### config.mk
export PLATFORM = sky130hd
export DESIGN_NAME = ram_arbiter
export DESIGN_NICKNAME = d
export VERILOG_FILES = /design/src/rtl/ram_arbiter_pkg.sv /design/src/rtl/ram_arbiter_arb_pick.sv /design/src/rtl/ram_arbiter.sv
export SDC_FILE = /design/constraint.sdc
export NUM_CORES = 1
export LEC_CHECK = 0
export ABC_AREA = 1
export BUFFER_PORTS_ARGS = -buffer_cell sky130_fd_sc_hd__buf_2
export CAP_MARGIN = 0
export CORE_AREA = 2 2 61 63
export DETAILED_ROUTE_END_ITERATION = 16
export DIE_AREA = 0 0 63 65
export HOLD_SLACK_MARGIN = 0.06
export PLACE_DENSITY = 0.86
export SLEW_MARGIN = 40
export SYNTH_ARGS = -nofsm -noshare
export SYNTH_HDL_FRONTEND = slang
export SYNTH_SLANG_ARGS = --single-unit
### constraint.sdc
create_clock -name clk_i -period 2.65 [get_ports clk_i]
set_input_delay 0.265 -clock clk_i [delete_from_list [all_inputs] [get_ports clk_i]]
set_output_delay 0.265 -clock clk_i [all_outputs]
set_load 0.02 [all_outputs]
### src/rtl/ram_arbiter_pkg.sv
// Shared types and constants for the two-port RAM arbiter.
// Round-robin arbitration is enabled by defining RAM_ARBITER_RR_EN.
package ram_arbiter_pkg;

    typedef enum logic [1:0] {
        IDLE,
        ACCESS,
        WAIT,
        RESP
    } state_e;

    localparam int AW_DEF     = 8;
    localparam int DW_DEF     = 8;
    localparam int RD_LAT_MIN = 1;
    localparam int RD_LAT_MAX = 3;

endpackage

### src/rtl/ram_arbiter_arb_pick.sv
// Combinational winner select: one-hot grant plus valid.
// RAM_ARBITER_RR_EN: ties go to the port other than the last one granted.
module arb_pick
    import ram_arbiter_pkg::*;
(
    input  logic [1:0] req_i,
`ifdef RAM_ARBITER_RR_EN
    input  logic       last_i,
`endif
    output logic [1:0] gnt_o,
    output logic       valid_o
);

    always_comb begin
        gnt_o = req_i;
        if (req_i == 2'b11) begin
`ifdef RAM_ARBITER_RR_EN
            gnt_o = last_i ? 2'b01 : 2'b10;
`else
            gnt_o = 2'b01;
`endif
        end
    end

    assign valid_o = |req_i;

endmodule

### src/rtl/ram_arbiter.sv
// Shares a single-port RAM between two requesters, one transaction at a time.
// RAM_ARBITER_RR_EN selects round-robin instead of fixed priority to port 0.
module ram_arbiter
    import ram_arbiter_pkg::*;
#(
    parameter int AW     = AW_DEF,
    parameter int DW     = DW_DEF,
    parameter int RD_LAT = 1
) (
    input  logic          clk_i,
    input  logic          rst_i,
    input  logic [1:0]    req_i,
    input  logic [1:0]    we_i,
    input  logic [AW-1:0] addr0_i,
    input  logic [AW-1:0] addr1_i,
    input  logic [DW-1:0] wdata0_i,
    input  logic [DW-1:0] wdata1_i,
    output logic [1:0]    gnt_o,
    output logic [1:0]    ack_o,
    output logic [DW-1:0] rdata_o,
    output logic          busy_o,
    output logic [AW-1:0] ram_addr_o,
    output logic [DW-1:0] ram_data_o,
    output logic          ram_rden_o,
    output logic          ram_wren_o,
    input  logic [DW-1:0] ram_q_i
);

    // Out-of-range latencies are clamped to the supported window.
    localparam int LAT_C = (RD_LAT < RD_LAT_MIN) ? RD_LAT_MIN :
                           (RD_LAT > RD_LAT_MAX) ? RD_LAT_MAX : RD_LAT;

    state_e        state_q;
    logic [1:0]    gnt_q;
    logic [1:0]    ack_q;
    logic          busy_q;
    logic          rden_q;
    logic          wren_q;
    logic          we_q;
    logic [1:0]    cnt_q;
    logic [AW-1:0] addr_q;
    logic [DW-1:0] data_q;
    logic [DW-1:0] rdata_q;

    logic [1:0]    pick_gnt;
    logic          pick_valid;
    logic [AW-1:0] addr_d;
    logic [DW-1:0] data_d;
    logic          we_d;

`ifdef RAM_ARBITER_RR_EN
    logic last_q;
`endif

    arb_pick u_arb_pick (
        .req_i   (req_i),
`ifdef RAM_ARBITER_RR_EN
        .last_i  (last_q),
`endif
        .gnt_o   (pick_gnt),
        .valid_o (pick_valid)
    );

    assign addr_d = pick_gnt[1] ? addr1_i  : addr0_i;
    assign data_d = pick_gnt[1] ? wdata1_i : wdata0_i;
    assign we_d   = pick_gnt[1] ? we_i[1]  : we_i[0];

    always_ff @(posedge clk_i) begin
        if (rst_i) begin
            state_q <= IDLE;
            gnt_q   <= '0;
            ack_q   <= '0;
            busy_q  <= 1'b0;
            rden_q  <= 1'b0;
            wren_q  <= 1'b0;
            we_q    <= 1'b0;
            cnt_q   <= '0;
            addr_q  <= '0;
            data_q  <= '0;
            rdata_q <= '0;
`ifdef RAM_ARBITER_RR_EN
            last_q  <= 1'b1;
`endif
        end else begin
            ack_q  <= '0;
            rden_q <= 1'b0;
            wren_q <= 1'b0;
            case (state_q)
                IDLE: begin
                    if (pick_valid) begin
                        state_q <= ACCESS;
                        gnt_q   <= pick_gnt;
                        busy_q  <= 1'b1;
                        addr_q  <= addr_d;
                        data_q  <= data_d;
                        we_q    <= we_d;
                        rden_q  <= ~we_d;
                        wren_q  <= we_d;
`ifdef RAM_ARBITER_RR_EN
                        last_q  <= pick_gnt[1];
`endif
                    end
                end
                ACCESS: begin
                    if (we_q) begin
                        state_q <= RESP;
                        ack_q   <= gnt_q;
                    end else begin
                        state_q <= WAIT;
                        cnt_q   <= 2'(LAT_C - 1);
                    end
                end
                WAIT: begin
                    if (cnt_q == 2'd0) begin
                        rdata_q <= ram_q_i;
                        state_q <= RESP;
                        ack_q   <= gnt_q;
                    end else begin
                        cnt_q <= cnt_q - 2'd1;
                    end
                end
                RESP: begin
                    state_q <= IDLE;
                    gnt_q   <= '0;
                    busy_q  <= 1'b0;
                end
                default: state_q <= IDLE;
            endcase
        end
    end

    assign gnt_o      = gnt_q;
    assign ack_o      = ack_q;
    assign busy_o     = busy_q;
    assign rdata_o    = rdata_q;
    assign ram_addr_o = addr_q;
    assign ram_data_o = data_q;
    assign ram_rden_o = rden_q;
    assign ram_wren_o = wren_q;

endmodule
==> After elaboration in Yosys (flattened, before gate mapping) <==
Index checks and enable logic that the tools add are counted.
{ "totals": {"regBits": 36, "in_bits": 46, "output_inout_bits": 31, "word_cells": 52} }
{ "classes": {"addsub": 1, "eq_ne": 8, "muxes": 18, "bitwise_logic": 3, "n_reduce_logical": 11} }
{ "op_table": {"columns": ["op", "n"], "rows": [
  ["$mux W2", 8],
  ["$mux W8", 2],
  ["$pmux W2 S2", 3],
  ["$ne A2 B2 Y1 const B", 4],
  ["$pmux W2 S4", 1],
  ["$reduce_and A2 Y1", 4],
  ["$eq A2 B2 Y1 const B", 3],
  ["$logic_not A2 Y1", 2],
  ["$reduce_bool A2 Y1", 2],
  ["$mux W1", 3],
  ["$not A1 Y1", 3],
  ["$reduce_and A3 Y1", 1],
  ["$reduce_or A3 Y1", 1],
  ["$eq A2 B1 Y1 const B", 1],
  ["$pmux W1 S2", 1],
  ["$reduce_or A2 Y1", 1],
  ["$sub A2 B1 Y2 const B", 1]
]} }

==> Logic depth before layout (Yosys ltp) <==
{ "depth": {"ltp_word": 4, "ltp_mapped": 8, "ltp_nobuf": 8} }

==> By module <==
Synthesis repeated with hierarchy kept, for this count alone.
{ "unflattened": {"hier_cells": 224, "hier_area_um2": 1659.1} }
{ "modules_own_cells": {"columns": ["mod", "instances", "cells_each", "area_per_inst_um2", "seq_area_each_um2"], "rows": [
  ["ram_arbiter", 1, 219, 1640.3, 720.7],
  ["arb_pick", 1, 5, 18.8, 0.0]
]} }

==> Least setup slack after synthesis <==
OpenSTA, ideal clock, no wires.
{ "synth_path": {"path_kind": "reg2reg", "from": "register state_q[0]", "to": "register addr_q[0] (netlist: ram_addr_o[0])", "setup_time_ns": 0.120, "t_arrival_ns": 1.177, "required_time_ns": 2.530, "path_slack_ns": 1.354, "stages_incl_launch_ff": 8, "n_path_buf": 1, "synth_period_minus_slack_ns": 1.296, "cell_sequence": "dfxtp_1 -> inv_1 -> ha_1 -> inv_1 -> nor2_4 -> buf_6 -> o21ai_0 -> a21oi_1"} }
{ "synth_via": {"elab_chain_len": 2} }
{ "synth_rtl": {"columns": ["item", "line", "text"], "rows": [
  ["from (decl)", "ram_arbiter.sv:33", "state_e state_q;"],
  ["from (signal assigned)", "ram_arbiter.sv:70", "state_q <= IDLE;"],
  ["from (signal assigned)", "ram_arbiter.sv:91", "state_q <= ACCESS;"],
  ["from (signal assigned)", "ram_arbiter.sv:106", "state_q <= RESP;"],
  ["$logic_not A2 Y1", "ram_arbiter.sv:88", "case (state_q)"],
  ["$reduce_and A2 Y1 (no source line)", null, null],
  ["to (signal assigned)", "ram_arbiter.sv:94", "addr_q <= addr_d;"],
  ["to (decl)", "ram_arbiter.sv:41", "logic [AW-1:0] addr_q;"]
]} }
No other way between the ends.
A chain may end at the register's enable or synchronous reset.

==> Final worst setup path <==
{ "layout_path": {"from": "register state_q[0]", "to": "register gnt_q[0] (netlist: gnt_o[0])"} }
{ "layout_via": {"elab_chain_len": 3, "word_cells_on_any_way": 6, "cone_classes": "2 x eq/ne; 1 x mux; 3 x reduce/logical"} }
{ "layout_rtl": {"columns": ["item", "line", "text"], "rows": [
  ["$eq A2 B2 Y1 / $logic_not A2 Y1 (equally long branches)", "ram_arbiter.sv:88", null],
  ["$reduce_bool A2 Y1 (no source line) / $ne A2 B2 Y1 (equally long branches)", null, null],
  ["$reduce_and A2 Y1 (no source line)", null, null],
  ["to (signal assigned)", "ram_arbiter.sv:92", "gnt_q <= pick_gnt;"],
  ["to (decl)", "ram_arbiter.sv:34", "logic [1:0] gnt_q;"]
]} }
Parallel ways exist; a longest one is shown, timed or not.

==> impl_metrics.csv <==
group,metric,value,unit
hold_path,min_path_type,"in2reg",
cells_and_area,final_core_util,58.4,%
floorplanning,row_count,22,
critical_path,endpoint,"gnt_o[0]",
routing,drcViolationCount,0,
critical_path,timing.rr.end,"gnt_o[0]",
power,ir_drop,0.000508,V
sta,setup_violations,0,
cts,clkTransAtPathRegs,0.11,ns
floorplanning,dieArea,0.00410,mm^2
cells_and_area,finalNonFillerCells,334,
critical_path,cp-start-kind,"register",
yosys,ys.warnings.count,0,
cells_and_area,drive_gt1_share,31.8,%
yosys,synth-edff-count,0,
routing,drt-total-wl,3.87,mm
critical_path,crit_fanout,11,
floorplanning,start_util,45.6,%
critical_path,reg2reg_from,"state_q[0]",
cts,post-cts-setup-buffers,0,
grt,grt_start_max_net_pins,31,
yosys,synth-async-reset-ratio,0,%
yosys,syn_nets,264,
critical_path,worstPathCellList,"inv_1 > ha_1 > o21ai_1 > buf_4 > nand3_1 > a21oi_1",
routing,post_drt_wl_per_cell,11.6,um
critical_path,critPathArrivalTime,2.04,ns
cts,clockRootBuffer,"clkbuf_4",
power,leakagePower,1.04,nW
critical_path,cp-end-kind,"register",
cells_and_area,stdcell_area,0.00204,mm^2
grt,first_global_vias,1566,
cts,cts_resized,0,
status,status,"completed",
grt,grt_usage,20.1,%
routing,vias_per_cell,4.97,
placed_design,preCtsSetupSlack,0.887,ns
placed_design,hpwl,2.82,mm
cells_and_area,diodes,0,
routing,dr.first_iter.drc_count,79,
sta,skew,0.0125,ns
cells_and_area,area_delta_synth_final,28.3,%
yosys,ys_types,19,
cts,insertion_delay,0.34,ns
routing,vias,1659,
power,power_density,1030,mW/mm^2
sta,finalMaxSlewViolations,0,
critical_path,critPathSlowestCell,"dfxtp_1",
yosys,ys_seq_elements,36,
sta,setup_slack,0.889,ns
flow_run,maxCapViolations,0,
placed_design,placed_cell_area,0.00198,mm^2
cts,clock_path_buffers,2,
critical_path,path_class,"reg2reg",
critical_path,setup.worst_path.start,"state_q[0]",
yosys,synth_seq_area_share,45.2,%
floorplanning,num_io_pins,77,
yosys,synth-main-ff-cell,"dfxtp_1",
yosys,synth_cells,210,
sta,slew-limit-headroom,46.3,%
sta,min_period,1.76,ns
sta,timing.hold.ws,0.164,ns
critical_path,r2r_cells,6,
cts,h-tree-depth,2,
grt,grt_pass1_wl,6.50,mm
cts,cts_tree,"yes",
routing,antenna_left,0,
placed_design,dp_cells,326,
sta,fmax,568,MHz
floorplanning,fp.coreArea,0.00350,mm^2
grt,grt_antenna_before_repair,0,
cells_and_area,fillCellCount,356,
placed_design,port_buffers,76,
sta,hold_viol,0,
critical_path,critPathRequiredTime,2.93,ns
critical_path,r2r_setup_slack,0.89,ns
critical_path,critPathMaxStageDelay,0.45,ns
cts,cts-buffers-inserted,5,
sta,fin_setup_tns,0,ns
cts,ctsHoldBuffers,0,
floorplanning,fp.dieW,63,um
power,p_total,2.11,mW
floorplanning,die_y,65,um
cells_and_area,nets,339,
cts,cts_sinks,36,
yosys,synth_area,0.00159,mm^2
yosys,syn_area_per_cell,7.58,um^2
placed_design,gp_congestion,0.760,
sta,finalCritPeriodShare,66.4,%
sta,worst_pin_slew,0.804,ns
routing,first_pass_iters,4,
grt,overflow,0,
sta,rsz0062_at_grt,"no",
synth_stat cells, types with 2 or more instances:
| cell type | n | area (um^2) |
|---|---|---|
| a21oi_1 | 41 | 205 |
| dfxtp_1 | 36 | 721 |
| nand2_1 | 34 | 128 |
| nor2_1 | 20 | 75.1 |
| o21ai_0 | 16 | 80.1 |
| inv_1 | 15 | 56.3 |
| nand3_1 | 12 | 60.1 |
| o21ai_1 | 12 | 60.1 |
| ha_1 | 8 | 100 |
| buf_2 | 2 | 10.0 |
| buf_4 | 2 | 15.0 |
| buf_6 | 2 | 22.5 |
| clkbuf_1 | 2 | 7.51 |
| inv_2 | 2 | 7.51 |
| nor2_4 | 2 | 22.5 |
critical path: cells and delay by family (launching register included):
family,cells,cell delay [ns]
compound gates,2,0.49
buf+inv,2,0.42
fa+ha+maj,1,0.26
simple gates,1,0.09
flops,1,0.45
layer usage:
layer	vias to the layer above	routed length [um]	global-route usage (%)
met3	4	385	5.73
met2	78	1820	35.8
met4	0	44	8.89
met1	729	1620	22.1
met5	-	0	0
li1	848	-	-
flip-flops by register name, summed over array words and instances (netlist names):
signal,flops
ram_addr_o,8
ram_data_o,8
rdata_o,8
ack_o,2
cnt_q,2
gnt_o,2
state_q,2
busy_o,1
ram_rden_o,1
ram_wren_o,1
we_q,1
power breakdown:
part	total, mW	switching (mW)	internal [mW]	leakage [nW]
clock	0.307	0.181	0.126	0.0380
sequential	0.827	0.103	0.724	0.297
combinational	0.979	0.636	0.343	0.706
total	2.11	0.920	1.19	1.04
cells in the final DEF, fill, tap and decap left out, types with 5 or more instances in the layout:
cell and count:
dfxtp_1 36, buf_2 76, o21ai_0 16, a21oi_1 41, o21ai_1 12, nand3_1 12
clkbuf_4 5, nand2_1 34, inv_1 15, ha_1 8, nor2_1 20
final cells by class:
type / instances / area [um^2] / area share (%)
multi-input combinational: 148 / 749 / 36.7
sequential: 36 / 721 / 35.3
timing repair buffer: 77 / 388 / 19.0
inverter: 17 / 63.8 / 3.12
tap: 48 / 60.1 / 2.94
clock buffer: 6 / 51.3 / 2.51
clock inverter: 2 / 10.0 / 0.490
worst min path at each step:
stage | cells past startpoint | to | start
2_1_floorplan | 1 | busy_o | rst_i
3_3_place_gp | 2 | cnt_q[0] | cnt_q[0]
3_5_place_dp | 2 | cnt_q[0] | cnt_q[0]
4_1_cts | 3 | ram_addr_o[1] | addr0_i[1]
5_1_grt | 3 | ram_addr_o[5] | addr0_i[5]
6_report | 3 | ram_addr_o[4] | addr0_i[4]
cells by family (layout without fill, tap and decap cells):
| logic type | after synthesis | after routing | synth area share, % |
|---|---|---|---|
| buffers and inverters | 26 | 102 | 7.70 |
| AND/OR/NAND/NOR | 71 | 71 | 19.1 |
| flip-flops | 36 | 36 | 45.2 |
| AO/OA/AOI/OAI | 69 | 69 | 21.7 |
| adder cells (fa/ha/maj) | 8 | 8 | 6.28 |
Note: power is estimated with default switching activity, not from simulation.
